===== src/rtl/instr_seq_pkg.sv =====
// Shared constants for the instruction sequencer: opcodes, ALU codes and run state.
package instr_seq_pkg;

  localparam logic [3:0] OP_SETC    = 4'h0;
  localparam logic [3:0] OP_LDX     = 4'h1;
  localparam logic [3:0] OP_COPY    = 4'h2;
  localparam logic [3:0] OP_CCOPY   = 4'h3;
  localparam logic [3:0] OP_ADD     = 4'h4;
  localparam logic [3:0] OP_NEG     = 4'h5;
  localparam logic [3:0] OP_AND     = 4'h6;
  localparam logic [3:0] OP_OR      = 4'h7;
  localparam logic [3:0] OP_SHL     = 4'h8;
  localparam logic [3:0] OP_SHR     = 4'h9;
  localparam logic [3:0] OP_EQ      = 4'hA;
  localparam logic [3:0] OP_GT      = 4'hB;
  localparam logic [3:0] OP_CALLRET = 4'hC;
  localparam logic [3:0] OP_JMP     = 4'hD;
  localparam logic [3:0] OP_HALT    = 4'hE;
  localparam logic [3:0] OP_CHALT   = 4'hF;

  // Code 0 is the idle ALU op used by every non-ALU opcode.
  localparam logic [3:0] ALU_NONE  = 4'd0;
  localparam logic [3:0] ALU_PASSA = 4'd1;
  localparam logic [3:0] ALU_ADD   = 4'd2;
  localparam logic [3:0] ALU_NEG   = 4'd3;
  localparam logic [3:0] ALU_AND   = 4'd4;
  localparam logic [3:0] ALU_OR    = 4'd5;
  localparam logic [3:0] ALU_SHL   = 4'd6;
  localparam logic [3:0] ALU_SHR   = 4'd7;
  localparam logic [3:0] ALU_EQ    = 4'd8;
  localparam logic [3:0] ALU_GT    = 4'd9;

  typedef enum logic {
    ST_RUN     = 1'b0,
    ST_HALTED  = 1'b1
  } state_e;

endpackage


===== src/rtl/instr_seq_if.sv =====
// Sequencer bus: instruction and datapath status in, PC and decoded controls out.
interface instr_seq_if #(
  parameter int unsigned ADDR_W = 8,
  parameter int unsigned DATA_W = 8
);
  logic [15:0]       instruction;
  logic              instr_valid;
  logic [DATA_W-1:0] cond_data;
  logic [DATA_W-1:0] ext_data;
  logic              resume;
  logic [ADDR_W-1:0] pc;
  logic [3:0]        dest_addr;
  logic [3:0]        b_addr;
  logic [3:0]        a_addr;
  logic              write_src_sel;
  logic              mux_b_sel;
  logic              mux_a_sel;
  logic [3:0]        alu_op;
  logic              write_en;
  logic [DATA_W-1:0] sel_data;
  logic              halted;
  logic              stack_err;

  modport master (
    input  instruction, instr_valid, cond_data, ext_data, resume,
    output pc, dest_addr, b_addr, a_addr, write_src_sel, mux_b_sel, mux_a_sel, alu_op,
           write_en, sel_data, halted, stack_err
  );

  modport slave (
    output instruction, instr_valid, cond_data, ext_data, resume,
    input  pc, dest_addr, b_addr, a_addr, write_src_sel, mux_b_sel, mux_a_sel, alu_op,
           write_en, sel_data, halted, stack_err
  );
endinterface


===== src/rtl/seq_return_stack.sv =====
// Return-address stack (LIFO) for CALL/RET; push when full and pop when empty are ignored.
module seq_return_stack #(
  parameter int unsigned STACK_DEPTH = 4,
  parameter int unsigned ADDR_W      = 8
) (
  input  logic              clk_i,
  input  logic              rst_ni,
  input  logic              push_i,
  input  logic              pop_i,
  input  logic [ADDR_W-1:0] push_data_i,
  output logic              full_o,
  output logic              empty_o,
  output logic [ADDR_W-1:0] top_o
);
  localparam int unsigned PtrW = $clog2(STACK_DEPTH);
  localparam logic [PtrW:0]   SpOne  = 1;
  localparam logic [PtrW:0]   SpFull = STACK_DEPTH[PtrW:0];
  localparam logic [PtrW-1:0] IdxOne = 1;

  logic [PtrW:0]     sp_q, sp_d;
  logic [PtrW-1:0]   wr_idx, rd_idx;
  logic [ADDR_W-1:0] mem_q [STACK_DEPTH];

  // sp counts entries, so the next free slot is its low bits and the top sits one below.
  assign wr_idx  = sp_q[PtrW-1:0];
  assign rd_idx  = wr_idx - IdxOne;
  assign full_o  = (sp_q == SpFull);
  assign empty_o = (sp_q == '0);
  assign top_o   = mem_q[rd_idx];

  always_comb begin
    sp_d = sp_q;
    if (push_i && !full_o) begin
      sp_d = sp_q + SpOne;
    end else if (pop_i && !empty_o) begin
      sp_d = sp_q - SpOne;
    end
  end

  always_ff @(posedge clk_i) begin
    if (!rst_ni) begin
      sp_q <= '0;
    end else begin
      sp_q <= sp_d;
    end
  end

  always_ff @(posedge clk_i) begin
    if (push_i && !full_o) begin
      mem_q[wr_idx] <= push_data_i;
    end
  end
endmodule


===== src/rtl/instr_sequencer.sv =====
// Program counter, RUN/HALTED control and 16-bit instruction decode.
// Define INSTR_SEQ_STACK_EN to enable CALL/RET with a hardware return stack.
module instr_sequencer
  import instr_seq_pkg::*;
#(
  parameter int unsigned ADDR_W      = 8,
  parameter int unsigned DATA_W      = 8,
  parameter int unsigned STACK_DEPTH = 4
) (
  input logic          clk,
  input logic          rst,
  instr_seq_if.master  bus_io
);
  state_e            state_q, state_d;
  logic [ADDR_W-1:0] pc_q, pc_d, pc_inc, target;
  logic [3:0]        opcode;
  logic              cond_nz;
  logic              wsel, bsel, writes;
  logic [3:0]        alu;
  logic [DATA_W-1:0] sel;

  assign opcode  = bus_io.instruction[15:12];
  assign cond_nz = |bus_io.cond_data;
  assign pc_inc  = pc_q + 1'b1;
  assign target  = bus_io.instruction[ADDR_W-1:0];

`ifdef INSTR_SEQ_STACK_EN
  logic              push, pop, full, empty, err_q, err_d;
  logic [ADDR_W-1:0] top;

  seq_return_stack #(
    .STACK_DEPTH (STACK_DEPTH),
    .ADDR_W      (ADDR_W)
  ) u_stack (
    .clk_i       (clk),
    .rst_ni      (rst),
    .push_i      (push),
    .pop_i       (pop),
    .push_data_i (pc_inc),
    .full_o      (full),
    .empty_o     (empty),
    .top_o       (top)
  );

  always_ff @(posedge clk) begin
    if (!rst) begin
      err_q <= 1'b0;
    end else begin
      err_q <= err_d;
    end
  end
`endif

  always_ff @(posedge clk) begin
    if (!rst) begin
      state_q <= ST_RUN;
      pc_q    <= '0;
    end else begin
      state_q <= state_d;
      pc_q    <= pc_d;
    end
  end

  always_comb begin
    state_d = state_q;
    pc_d    = pc_q;
`ifdef INSTR_SEQ_STACK_EN
    err_d   = err_q;
    push    = 1'b0;
    pop     = 1'b0;
`endif
    unique case (state_q)
      ST_RUN: begin
        if (bus_io.instr_valid) begin
          case (opcode)
            OP_JMP: pc_d = target;
`ifdef INSTR_SEQ_STACK_EN
            OP_CALLRET: begin
              // Stack faults halt with pc parked on the offending instruction.
              if (!bus_io.instruction[11]) begin
                if (full) begin
                  err_d   = 1'b1;
                  state_d = ST_HALTED;
                end else begin
                  push = 1'b1;
                  pc_d = target;
                end
              end else begin
                if (empty) begin
                  err_d   = 1'b1;
                  state_d = ST_HALTED;
                end else begin
                  pop  = 1'b1;
                  pc_d = top;
                end
              end
            end
`endif
            OP_HALT: state_d = ST_HALTED;
            OP_CHALT: begin
              if (cond_nz) begin
                state_d = ST_HALTED;
              end else begin
                pc_d = pc_inc;
              end
            end
            default: pc_d = pc_inc;
          endcase
        end
      end
      ST_HALTED: begin
        if (bus_io.resume) begin
          state_d = ST_RUN;
          pc_d    = pc_inc;
        end
      end
    endcase
  end

  always_comb begin
    wsel   = 1'b0;
    bsel   = 1'b0;
    alu    = ALU_NONE;
    sel    = '0;
    writes = 1'b0;
    case (opcode)
      OP_SETC: begin
        wsel   = 1'b1;
        sel    = DATA_W'(bus_io.instruction[7:0]);
        writes = 1'b1;
      end
      OP_LDX: begin
        wsel   = 1'b1;
        sel    = bus_io.ext_data;
        writes = 1'b1;
      end
      OP_COPY:  begin alu = ALU_PASSA; writes = 1'b1;    end
      OP_CCOPY: begin alu = ALU_PASSA; writes = cond_nz; end
      OP_ADD:   begin alu = ALU_ADD;   writes = 1'b1;    end
      OP_NEG:   begin alu = ALU_NEG;   writes = 1'b1;    end
      OP_AND:   begin alu = ALU_AND;   writes = 1'b1;    end
      OP_OR:    begin alu = ALU_OR;    writes = 1'b1;    end
      OP_SHL:   begin alu = ALU_SHL;   writes = 1'b1; bsel = 1'b1; end
      OP_SHR:   begin alu = ALU_SHR;   writes = 1'b1; bsel = 1'b1; end
      OP_EQ:    begin alu = ALU_EQ;    writes = 1'b1;    end
      OP_GT:    begin alu = ALU_GT;    writes = 1'b1;    end
      default: ;
    endcase
  end

  assign bus_io.pc            = pc_q;
  assign bus_io.dest_addr     = bus_io.instruction[11:8];
  assign bus_io.b_addr        = bus_io.instruction[7:4];
  assign bus_io.a_addr        = bus_io.instruction[3:0];
  assign bus_io.write_src_sel = wsel;
  assign bus_io.mux_b_sel     = bsel;
  assign bus_io.mux_a_sel     = 1'b0;
  assign bus_io.alu_op        = alu;
  assign bus_io.sel_data      = sel;
  assign bus_io.write_en      = (state_q == ST_RUN) && bus_io.instr_valid && writes;
  assign bus_io.halted        = (state_q == ST_HALTED);
`ifdef INSTR_SEQ_STACK_EN
  assign bus_io.stack_err     = err_q;
`else
  assign bus_io.stack_err     = 1'b0;
`endif
endmodule

===== src/flat_wrapper.sv =====
// flat-port wrapper written by rule: the top's interface ports become plain ports
module instr_sequencer_flat import instr_seq_pkg::*;
#(
  parameter int unsigned ADDR_W      = 8,
  parameter int unsigned DATA_W      = 8,
  parameter int unsigned STACK_DEPTH = 4
)
  (clk, rst, bus_io_instruction, bus_io_instr_valid, bus_io_cond_data, bus_io_ext_data, bus_io_resume, bus_io_pc, bus_io_dest_addr, bus_io_b_addr, bus_io_a_addr, bus_io_write_src_sel, bus_io_mux_b_sel, bus_io_mux_a_sel, bus_io_alu_op, bus_io_write_en, bus_io_sel_data, bus_io_halted, bus_io_stack_err);
  instr_seq_if #(.ADDR_W(ADDR_W), .DATA_W(DATA_W)) bus_io_i ();
  input logic clk;
  input logic rst;
  input wire logic [$bits(bus_io_i.instruction)-1:0] bus_io_instruction;
  input wire logic [$bits(bus_io_i.instr_valid)-1:0] bus_io_instr_valid;
  input wire logic [$bits(bus_io_i.cond_data)-1:0] bus_io_cond_data;
  input wire logic [$bits(bus_io_i.ext_data)-1:0] bus_io_ext_data;
  input wire logic [$bits(bus_io_i.resume)-1:0] bus_io_resume;
  output wire logic [$bits(bus_io_i.pc)-1:0] bus_io_pc;
  output wire logic [$bits(bus_io_i.dest_addr)-1:0] bus_io_dest_addr;
  output wire logic [$bits(bus_io_i.b_addr)-1:0] bus_io_b_addr;
  output wire logic [$bits(bus_io_i.a_addr)-1:0] bus_io_a_addr;
  output wire logic [$bits(bus_io_i.write_src_sel)-1:0] bus_io_write_src_sel;
  output wire logic [$bits(bus_io_i.mux_b_sel)-1:0] bus_io_mux_b_sel;
  output wire logic [$bits(bus_io_i.mux_a_sel)-1:0] bus_io_mux_a_sel;
  output wire logic [$bits(bus_io_i.alu_op)-1:0] bus_io_alu_op;
  output wire logic [$bits(bus_io_i.write_en)-1:0] bus_io_write_en;
  output wire logic [$bits(bus_io_i.sel_data)-1:0] bus_io_sel_data;
  output wire logic [$bits(bus_io_i.halted)-1:0] bus_io_halted;
  output wire logic [$bits(bus_io_i.stack_err)-1:0] bus_io_stack_err;
  assign bus_io_i.instruction = bus_io_instruction;
  assign bus_io_i.instr_valid = bus_io_instr_valid;
  assign bus_io_i.cond_data = bus_io_cond_data;
  assign bus_io_i.ext_data = bus_io_ext_data;
  assign bus_io_i.resume = bus_io_resume;
  assign bus_io_pc = bus_io_i.pc;
  assign bus_io_dest_addr = bus_io_i.dest_addr;
  assign bus_io_b_addr = bus_io_i.b_addr;
  assign bus_io_a_addr = bus_io_i.a_addr;
  assign bus_io_write_src_sel = bus_io_i.write_src_sel;
  assign bus_io_mux_b_sel = bus_io_i.mux_b_sel;
  assign bus_io_mux_a_sel = bus_io_i.mux_a_sel;
  assign bus_io_alu_op = bus_io_i.alu_op;
  assign bus_io_write_en = bus_io_i.write_en;
  assign bus_io_sel_data = bus_io_i.sel_data;
  assign bus_io_halted = bus_io_i.halted;
  assign bus_io_stack_err = bus_io_i.stack_err;
  instr_sequencer #(.ADDR_W(ADDR_W), .DATA_W(DATA_W), .STACK_DEPTH(STACK_DEPTH)) u_core (.clk(clk), .rst(rst), .bus_io(bus_io_i));
endmodule

===== config.mk =====
export PLATFORM = sky130hd
export DESIGN_NAME = instr_sequencer_flat
export DESIGN_NICKNAME = d
export VERILOG_FILES = /design/src/rtl/instr_seq_pkg.sv /design/src/rtl/instr_seq_if.sv /design/src/rtl/seq_return_stack.sv /design/src/rtl/instr_sequencer.sv /design/src/flat_wrapper.sv
export SDC_FILE = /design/constraint.sdc
export NUM_CORES = 1
export LEC_CHECK = 0
export ABC_AREA = 1
export BUFFER_PORTS_ARGS = -buffer_cell sky130_fd_sc_hd__buf_2
export CAP_MARGIN = 0
export CORE_ASPECT_RATIO = 0.6
export CORE_MARGIN = 2
export CORE_UTILIZATION = 41
export DETAILED_ROUTE_END_ITERATION = 12
export GPL_ROUTABILITY_DRIVEN = 0
export PLACE_DENSITY = 0.79
export SKIP_LAST_GASP = 1
export SLEW_MARGIN = 20
export SYNTH_ARGS = -nofsm -noshare
export SYNTH_HDL_FRONTEND = slang
export SYNTH_SLANG_ARGS = --single-unit

===== constraint.sdc =====
create_clock -name clk -period 1.6 [get_ports clk]
set_input_delay 0.08 -clock clk [delete_from_list [all_inputs] [get_ports clk]]
set_output_delay 0.08 -clock clk [all_outputs]
set_load 0.01 [all_outputs]

==> results by group <==
Synthesis
  – Warnings from Yosys: 0
  – Synth cell types: 28
  – Share of the yosys chip area belonging to registers: 16.7%
  – Ranking of synthesized cells by area: sky130_fd_sc_hd__dfxtp_1, sky130_fd_sc_hd__nor2_1, sky130_fd_sc_hd__nand3_1, sky130_fd_sc_hd__nand2_1, sky130_fd_sc_hd__inv_1
  – Synth Instances: between 150 and 200
  – Post-synthesis instance area: 1080 µm²
  – Post-synth top area cell: sky130_fd_sc_hd__dfxtp_1
  – Count of state elements after synthesis: 9
  – Area fraction of the dominant cell type after synthesis: 16.7%
  – Synth Area per Inst: about 5.6 µm²

Run status
  – Result of the run: complete, no violations

Worst setup path
  – Worst-case register-to-register setup slack: just under 0.3 ns
  – WP data required: 1.73 ns
  – Element type at the critical path end: flip-flop
  – Class of the most critical setup path: flip-flop to flip-flop
  – CP max FO: 5
  – Data arrival time of the worst path: 1.44 ns
  – Category of the worst setup path launch point: flip-flop

Job
  – Max-cap violation count: 0

STA
  – Final slew viol count: 0
  – Final worst slack: between 0.2 and 0.3 ns
  – Minimum hold slack: 0.112 ns
  – Shortest clock period the worst path allows after layout: 1.31 ns
  – RSZ-0062 raised after global routing: no
  – Final Skew: 0.00329 ns
  – Hold violation count in the final report: 0
  – Final setup violation count: 0
  – Final-layout setup total negative slack: 0 ns
  – Final worst path period share: between 80% and 90%
  – Max frequency: between 0.7 and 0.8 GHz

Detailed routing
  – DRC violations left: 0
  – Detailed-router iteration count before antenna repair: 4
  – Count of vias placed by the detailed router: around 1300
  – Number of vias per cell: roughly 4.7
  – Overall routed net length: 2.86 mm
  – Wire per inst: 10.3 µm
  – Iteration-0 DRC count of the detailed router: 89
  – Number of nets still failing antenna checks after routing: 0

GRT
  – Wire length of the first global-routing pass: 4.82 mm
  – Number of antenna violations at the first check in global routing: 0
  – Total grt overflow: 0
  – Overall track demand over capacity in global routing: 19.7%
  – Number of global-route vias before repair: 1089
  – Maximum number of pins on one net before global-route repair: 14

Power
  – Leak Pwr: 0.832 nW
  – Max IR drop VDD: 388 µV
  – Cell area power density: 622 nW/µm²

Floorplanning
  – Number of placement rows: 14
  – Width of the die: 70.3 µm
  – Core Box Area: roughly 2500 µm²
  – Die height: 43.8 µm
  – Initial cell density of the core: 43.2%
  – I/O pins: between 70 and 80
  – Area enclosed by the die boundary: 3080 µm²

Clock tree
  – Quantity of hold-fixing buffers added after cts: 0
  – CTS Buf Count: 3
  – Total number of clock tree sinks: 9
  – # H-tree levels: 1
  – Post-CTS repair timing setup buffer count: 0
  – Clock transition at path regs: 0.05 ns
  – Buffer cell driving the clock tree root: sky130_fd_sc_hd__clkbuf_8
  – TritonCTS clock tree: done
  – Post-CTS Resized: 0
  – Max clock buf depth: 2
  – Insertion delay to the later sink of the worst-skew pair: 0.24 ns

Placement
  – Worst-case setup slack after placement: 0.290 ns
  – Estimated wirelength of the detail-placed design: 2.34 mm
  – Number of buffer cells added on primary ports: 63
  – Inst Count DP: 273

Hold path
  – Worst hold path class: input port to flip-flop

Final layout
  – Diode insertion count for antenna repair: 0
  – Total Nets Final: 283
  – Share of layout cells above drive strength 1: between 30% and 40%
  – Number of fillers in the final layout: between 200 and 300
  – Finished Layout Cells: 277
  – Area grow syn2layout: 26.3%
## cell usage after synthesis
cell type                  instances
sky130_fd_sc_hd__a21oi_1           1
sky130_fd_sc_hd__and2_1            1
sky130_fd_sc_hd__buf_1             1
sky130_fd_sc_hd__buf_2             1
sky130_fd_sc_hd__buf_4            14
sky130_fd_sc_hd__buf_6             2
sky130_fd_sc_hd__conb_1            1
sky130_fd_sc_hd__dfxtp_1           9
sky130_fd_sc_hd__ha_1              1
sky130_fd_sc_hd__inv_1            31
sky130_fd_sc_hd__inv_2             1
sky130_fd_sc_hd__inv_4             1
sky130_fd_sc_hd__nand2_1          35
sky130_fd_sc_hd__nand2_2           1
sky130_fd_sc_hd__nand3_1          27
sky130_fd_sc_hd__nand3_2           1
sky130_fd_sc_hd__nand3_4           1
sky130_fd_sc_hd__nand4_1           4
sky130_fd_sc_hd__nor2_1           39
sky130_fd_sc_hd__nor2_8            1
sky130_fd_sc_hd__nor3_1            1
sky130_fd_sc_hd__o21ai_0          10
sky130_fd_sc_hd__o21ai_1           3
sky130_fd_sc_hd__o21ai_2           1
sky130_fd_sc_hd__o21bai_1          1
sky130_fd_sc_hd__o22ai_1           1
sky130_fd_sc_hd__xnor2_1           1
sky130_fd_sc_hd__xor2_1            2
## worst max-delay path: stages (launching register included)
cell and delay (ns):
sky130_fd_sc_hd__dfxtp_1 0.40, sky130_fd_sc_hd__ha_1 0.21, sky130_fd_sc_hd__nand3_1 0.13, sky130_fd_sc_hd__xor2_1 0.17, sky130_fd_sc_hd__nor2_1 0.10, sky130_fd_sc_hd__nor2_1 0.05, sky130_fd_sc_hd__nor2_1 0.09, sky130_fd_sc_hd__nor2_1 0.05
## through the flow
stage / instance area [µm²] / total power [W] / utilization (%)
floorplan: 1080 / 0.000488 / -
global placement: 1320 / 0.000582 / 52.6
detailed placement: 1320 / 0.000582 / 52.6
CTS: 1370 / 0.000856 / 54.5
global route: 1370 / 0.000912 / 54.5
finish: 1370 / 0.000848 / 54.5
## worst paths after layout
kind                                     startpoint  depth (start not counted)              endpoint
worst max-delay path            u_core.bus_io.pc[1]                          7   u_core.bus_io.pc[4]
worst min-delay path             bus_io_instr_valid                          3  u_core.bus_io.halted
worst max register to register  u_core.bus_io.pc[1]                          7   u_core.bus_io.pc[4]
worst min register to register  u_core.bus_io.pc[0]                          2   u_core.bus_io.pc[0]
## cells in the final DEF (no fill, tap or decap), drive strengths merged, types with 2 or more instances in the layout
cell type / netlist / routed
clkbuf: 0 / 3
nor2: 40 / 40
dfxtp: 9 / 9
nand3: 29 / 29
conb: 1 / 2
o21ai: 14 / 14
nand2: 36 / 36
nand4: 4 / 4
xor2: 2 / 2
inv: 33 / 33
buf: 18 / 65
## sequential cells by signal, indices dropped and copies added, names as in the netlist
signal,count
u_core.bus_io.pc,8
u_core.bus_io.halted,1
## area by class of cell
| class | instances | area (µm²) | area share [%] |
|---|---|---|---|
| flip-flops and latches | 9 | 180 | 13.2 |
| repair buffers | 65 | 330 | 24.2 |
| clock inverters | 1 | 5.00 | 0.367 |
| multi-input cells | 134 | 642 | 47.0 |
| inverters | 33 | 126 | 9.26 |
| clock buffers | 3 | 41.3 | 3.02 |
| well taps | 32 | 40.0 | 2.93 |
## layer usage
metal  up-vias  wire (µm)  GRT usage [%]
met3         4        360           6.05
met5         -          0              0
met1       544       1370           28.6
met4         0         17           3.46
met2        61       1110           29.1
li1        693          -              -
## cells by family (layout without fill, tap and decap cells)
| family | Yosys count | count (layout) | synth area share [%] |
|---|---|---|---|
| AO/OA/AOI/OAI | 17 | 17 | 8.56 |
| adder cells (fa/ha/maj) | 1 | 1 | 1.16 |
| XOR/XNOR | 3 | 3 | 2.43 |
| buffers and inverters | 51 | 102 | 24.3 |
| other | 1 | 2 | 0.347 |
| flip-flops | 9 | 9 | 16.7 |
| AND/OR/NAND/NOR | 111 | 111 | 46.5 |
## power by group
group,switching [W],internal (W),total (W)
Clock,0.0000990,0.000170,0.000269
Combinational,0.000181,0.000125,0.000307
Sequential,0.0000255,0.000247,0.000272
(Power assumes the default switching activity.)
